`config.mk`:
```
export PLATFORM = sky130hd
export DESIGN_NAME = mux2_onein_sync
export DESIGN_NICKNAME = d
export VERILOG_FILES = /design/src/rtl/mux2_onein_sync.sv
export SDC_FILE = /design/constraint.sdc
export NUM_CORES = 1
export LEC_CHECK = 0
export ABC_AREA = 1
export BUFFER_PORTS_ARGS = -buffer_cell sky130_fd_sc_hd__buf_2
export CAP_MARGIN = 20
export CORE_MARGIN = 3
export CORE_UTILIZATION = 30
export DETAILED_ROUTE_END_ITERATION = 8
export PLACE_DENSITY = 0.57
export SLEW_MARGIN = 20
export SYNTH_ARGS = -nofsm -noshare
export SYNTH_HDL_FRONTEND = slang
export SYNTH_SLANG_ARGS = --single-unit
```
`constraint.sdc`:
```
create_clock -name clk -period 3.6 [get_ports clk]
set_clock_uncertainty 0.15 [all_clocks]
set_input_delay 0.72 -clock clk [delete_from_list [all_inputs] [get_ports clk]]
set_output_delay 0.72 -clock clk [all_outputs]
set_load 0.01 [all_outputs]
```
`src/rtl/mux2_onein_sync.sv`:
```
// Glitch-free 2-to-1 bit-stream selector. sel, x0 and x1 are synchronized
// internally, and every source change blanks y low for GUARD_CYCLES cycles.
module mux2_onein_sync #(
  parameter int SYNC_STAGES  = 2,
  parameter int GUARD_CYCLES = 4
) (
  input  logic clk,
  input  logic reset,
  input  logic sel,
  input  logic x0,
  input  logic x1,
  output logic y,
  output logic active_sel,
  output logic busy,
  output logic switch_done
);

  localparam logic [0:0] ST_ACTIVE  = 1'b0;
  localparam logic [0:0] ST_GUARD   = 1'b1;
  localparam logic [7:0] GUARD_LOAD = 8'(GUARD_CYCLES - 1);

  logic [SYNC_STAGES-1:0] r_sel_sync;
  logic [SYNC_STAGES-1:0] r_x0_sync;
  logic [SYNC_STAGES-1:0] r_x1_sync;

  logic [0:0] r_state;
  logic       r_active_sel;
  logic       r_y;
  logic       r_busy;
  logic       r_switch_done;
  logic [7:0] r_guard_cnt;

  logic w_sel_s;
  logic w_x0_s;
  logic w_x1_s;
  logic w_cur_src;
  logic w_new_src;

  // Plain shift chains: nothing may sit between the synchronizer flops.
  always_ff @(posedge clk or posedge reset) begin
    if (reset) begin
      r_sel_sync <= '0;
      r_x0_sync  <= '0;
      r_x1_sync  <= '0;
    end else begin
      r_sel_sync <= {r_sel_sync[SYNC_STAGES-2:0], sel};
      r_x0_sync  <= {r_x0_sync[SYNC_STAGES-2:0], x0};
      r_x1_sync  <= {r_x1_sync[SYNC_STAGES-2:0], x1};
    end
  end

  assign w_sel_s   = r_sel_sync[SYNC_STAGES-1];
  assign w_x0_s    = r_x0_sync[SYNC_STAGES-1];
  assign w_x1_s    = r_x1_sync[SYNC_STAGES-1];
  assign w_cur_src = r_active_sel ? w_x1_s : w_x0_s;
  assign w_new_src = w_sel_s ? w_x1_s : w_x0_s;

  always_ff @(posedge clk or posedge reset) begin
    if (reset) begin
      r_state       <= ST_ACTIVE;
      r_active_sel  <= 1'b0;
      r_y           <= 1'b0;
      r_busy        <= 1'b0;
      r_switch_done <= 1'b0;
      r_guard_cnt   <= 8'd0;
    end else begin
      r_switch_done <= 1'b0;
      case (r_state)
        ST_ACTIVE: begin
          if (w_sel_s != r_active_sel) begin
            r_state     <= ST_GUARD;
            r_y         <= 1'b0;
            r_busy      <= 1'b1;
            r_guard_cnt <= GUARD_LOAD;
          end else begin
            r_y <= w_cur_src;
          end
        end
        default: begin
          if (r_guard_cnt != 8'd0) begin
            r_guard_cnt <= r_guard_cnt - 8'd1;
            r_y         <= 1'b0;
          end else begin
            // Guard over: commit if the request still differs, otherwise the
            // request bounced back and the old source resumes silently.
            r_state <= ST_ACTIVE;
            r_busy  <= 1'b0;
            if (w_sel_s != r_active_sel) begin
              r_active_sel  <= w_sel_s;
              r_y           <= w_new_src;
              r_switch_done <= 1'b1;
            end else begin
              r_y <= w_cur_src;
            end
          end
        end
      endcase
    end
  end

  assign y           = r_y;
  assign active_sel  = r_active_sel;
  assign busy        = r_busy;
  assign switch_done = r_switch_done;

endmodule

```
Yosys cells after proc, flatten, opt, wreduce, memory -nomap -nowiden
Index checks and enable logic that the tools add are counted.

Register bits after elaboration: 19. Bits of input ports: 5. Output and inout port bits: 4. Word-level logic and storage cells: 36.

$add $sub $neg: 1. Equality and inequality tests: 3. Muxes and demuxes: 17. Bitwise operators: 1. Reductions and logical operators: 5.

Operators by type and width (count): $mux W8 (3); $mux W1 (14); $reduce_bool A8 Y1 (1); $sub A8 B1 Y8 const B (1); $reduce_and A2 Y1 (2); $reduce_and A3 Y1 (1); $ne A2 B1 Y1 const B (1); $ne A2 B2 Y1 const B (1); $reduce_bool A2 Y1 (1); $ne A1 B1 Y1 (1); $not A1 Y1 (1).

Depth between registers and ports, before layout
Depth after elaboration: 4. Gate-level depth with buffers: 9. Depth with buffers taken out: 9.

Worst setup path after synthesis
OpenSTA, ideal clock, no wires.

Path type: register -> register. Start: register r_guard_cnt[0]. End: register r_guard_cnt[3]. Library setup time: 74 ps. Arrival time: 1175 ps. Required time: 3376 ps. Slack: 2201 ps. Stages on the path, launching flop included: 9. Buffers on the path: 0. Period minus slack after synthesis: 1399 ps. Cell sequence: dfrtp_1 -> inv_1 -> ha_1 -> nand2_2 -> nor2_4 -> nand2_2 -> nand2_4 -> nand2_4 -> o21ai_2.

Longest elaborated chain between the ends: 3. Elaborated cells between the ends (all ways): 6. Those cells by class: add/sub: 1; eq/ne: 1; mux: 2; reduce/logical: 2.

Ends and longest elaborated chain: start: declaration (line 31) `logic [7:0] r_guard_cnt;`; start signal: assignment (line 81) `r_guard_cnt <= r_guard_cnt - 8'd1;`; $sub A8 B1 Y8 / $reduce_bool A8 Y1 (equally long branches) (line 81, 80); $mux W8 / $ne A2 B1 Y1 (equally long branches); $mux W8 / $reduce_and A2 Y1 (equally long branches).

Parallel ways exist; a longest one is shown, timed or not. The select of a mux whose other input is x is not followed. A chain may end at the register's enable or synchronous reset.

Worst setup path after layout
Start: register r_active_sel, in the netlist active_sel. End: output active_sel.

RTL lines: start: declaration (line 27) `logic r_active_sel;`; start signal: assignment (line 89) `r_active_sel <= w_sel_s;`; end: declaration (line 13) `output logic active_sel,`.

No word-level cell between the ends.

==> flow_summary_export.csv <==
group,metric,value,unit
placed_design,gp_congestion,0.815,
routing,first_pass_iters,4,
worst_hold_path,hold_class,"reg2reg",
routing,ant_nets,0,
logic_synthesis,synth_area_leaders,"dfrtp_1 (55%), nand2_1 (8.6%), inv_1 (4.8%)",
logic_synthesis,synth_flop_cell,"dfrtp_1",
timing,worst_slew_pin_slew,697,ps
routing,vias,609,
logic_synthesis,synth_seq_area_share,0.548,
die,fp.coreArea,2610,um2
logic_synthesis,ys_seq_elements,19,
logic_synthesis,syn_inst,90,
die,rows,18,
worst_setup_path,critPathMaxFanout,4,
clock_network,cts_root_buf,"clkbuf_4",
finish,layout-area-overhead-vs-synth,12.1,%
timing,max_freq,581,MHz
grt,track_usage,0.0901,
clock_network,cts-hold-fix-buffers,0,
logic_synthesis,async_flop_share,1.00,
worst_setup_path,cp_num_buf_inv,1,
grt,overflow,0,
routing,routed_via_density,4.61,
worst_setup_path,cp.required,2730,ps
timing,finalCritPeriodShare,0.479,
die,start_util,0.332,
logic_synthesis,synth_top_area_cell,"dfrtp_1",
power,p_leak,0.484,nW
status,status,"complete, no violations",
routing,wl_per_cell,10.9,um
timing,final_max_slew_viol_count,0,
die,die_height,59.8,um
grt,grt_pass1_vias,559,
power,power_density,793,nW/um2
worst_setup_path,worstSetupPathType,"reg2out",
clock_network,cts_setup_buffers,0,
timing,setup-violations-final,0,
worst_setup_path,cp_data_arrival_time,850,ps
logic_synthesis,synth_top_cell_area_share,0.548,
timing,fin_crit,1720,ps
worst_setup_path,cpPeakStageDelay,410,ps
placed_design,detailed_place_hpwl,1100,um
logic_synthesis,netlist_area,868,um2
finish,final_cell_mix,"nand2_1 (20), dfrtp_1 (19), inv_1 (11)",
timing,whs,210,ps
grt,grt_pass1_wl,2420,um
grt,grt_max_degree,20,
worst_setup_path,end_kind,"output pin",
worst_setup_path,r2r_setup_slack,2020,ps
logic_synthesis,synth_cell_types,23,
worst_setup_path,crit_family,"flip-flops",
timing,max-slew-margin-rel,0.535,
finish,fin_nets,109,
timing,totalNegativeSetupSlack,0,ps
timing,rsz0062_at_grt,"no",
clock_network,clkLatencyLatePin,290,ps
routing,routed_wirelength,1440,um
power,finalPower,0.772,mW
clock_network,cts.reportedPaths.clkPinSlew,110,ps
clock_network,cts_resized,0,
clock_network,cts_buffers,3,
worst_setup_path,cp_slowest_cell,"dfrtp_1",
placed_design,portBuffers,8,
logic_synthesis,synth_edf_count,0,
die,io_pins,9,
die,die_width,59.8,um
routing,drt_iter0_markers,10,
grt,antenna_found_initial,0,
clock_network,max-clock-path-buffers,2,
power,peakVddDrop,0.000491,V
timing,hold_violations,0,
finish,final_common_cell,"nand2_1",
worst_setup_path,worstPathCellList,"buf_2",
run,drv_cap,0,
logic_synthesis,syn_nets,96,
finish,drive_above_1_share,0.275,
logic_synthesis,synth-warning-count,0,
routing,drc,0,
clock_network,htree_num_levels,1,
clock_network,cts.sinks,19,
clock_network,cts_tree,"built",
finish,n_antenna_cell,0,
worst_setup_path,start_kind,"register",
logic_synthesis,syn_avg_cell_area,9.65,um2
die,dieArea,3580,um2
==> sequential cells by signal, summed over array words and instances (netlist names), 2 cells and up <==
signal and count:
r_x0_sync 2, r_guard_cnt 8, r_x1_sync 2, r_sel_sync 2
==> stage by stage <==
step | instance area [um2] | setup slack [ps] | cells | utilization
6_report | 973 | 1880 | 132 | 0.373
5_1_grt | 973 | 1830 | 132 | 0.373
3_3_place_gp | 946 | 2090 | 128 | 0.362
3_5_place_dp | 946 | 2030 | 128 | 0.362
2_1_floorplan | 868 | 2200 | 90 | -
4_1_cts | 973 | 1860 | 132 | 0.373
==> area by class of cell <==
cell class	count	area, um2
repair buffers	8	40.0
flip-flops and latches	19	475
fillers	270	1640
clock buffers	3	22.5
clock inverters	1	5.00
inverters	13	48.8
well taps	30	37.5
multi-input cells	58	344
==> worst reg2reg max path, stage by stage (launching register included) <==
cell and delay (ps):
dfrtp_1 400, inv_1 80, ha_1 220, nand2_2 90, nor2_4 120, nand3_2 150
nand2_2 140, nand2_1 60, o21ai_1 90
==> synth_stat cells, types with 2 or more instances <==
cell type,n
inv_1,11
nand2_4,2
xor2_1,2
nand2_2,4
inv_2,2
nand3_1,4
nor2_4,2
nor2_1,7
o21ai_0,2
dfrtp_1,19
o21ai_1,4
nand2_1,20
==> cells by family (layout without fill, tap and decap cells) <==
kind of cell | Yosys count | count (layout) | share of synthesized area
simple gates | 44 | 44 | 0.274
flops | 19 | 19 | 0.548
buf+inv | 13 | 25 | 0.0562
compound gates | 10 | 10 | 0.0778
xor+xnor | 3 | 3 | 0.0303
fa+ha+maj | 1 | 1 | 0.0144
==> report_power, final <==
group | leakage [nW] | internal [mW] | switching [mW] | total [mW]
Combinational | 0.235 | 0.132 | 0.203 | 0.335
Sequential | 0.231 | 0.274 | 0.0568 | 0.331
Clock | 0.0177 | 0.0414 | 0.0644 | 0.106
==> layer usage <==
| layer | wire length (um) | global-route usage | up-vias |
|---|---|---|---|
| met4 | 0 | 0.00949 | 0 |
| met3 | 83 | 0.0389 | 0 |
| met5 | 0 | 0 | - |
| li1 | - | - | 306 |
| met1 | 698 | 0.119 | 284 |
| met2 | 656 | 0.142 | 19 |
==> worst paths after layout <==
kind | startpoint | to | cells past startpoint
max reg2reg | r_guard_cnt[0] | r_guard_cnt[6] | 8
min in group asynchronous | reset | r_x1_sync[1] | 2
max | active_sel | active_sel | 1
max in group asynchronous | reset | r_guard_cnt[5] | 2
min reg2reg | r_x1_sync[0] | r_x1_sync[1] | 0
min | r_x1_sync[0] | r_x1_sync[1] | 0
Power figures use the tool's default switching activity.
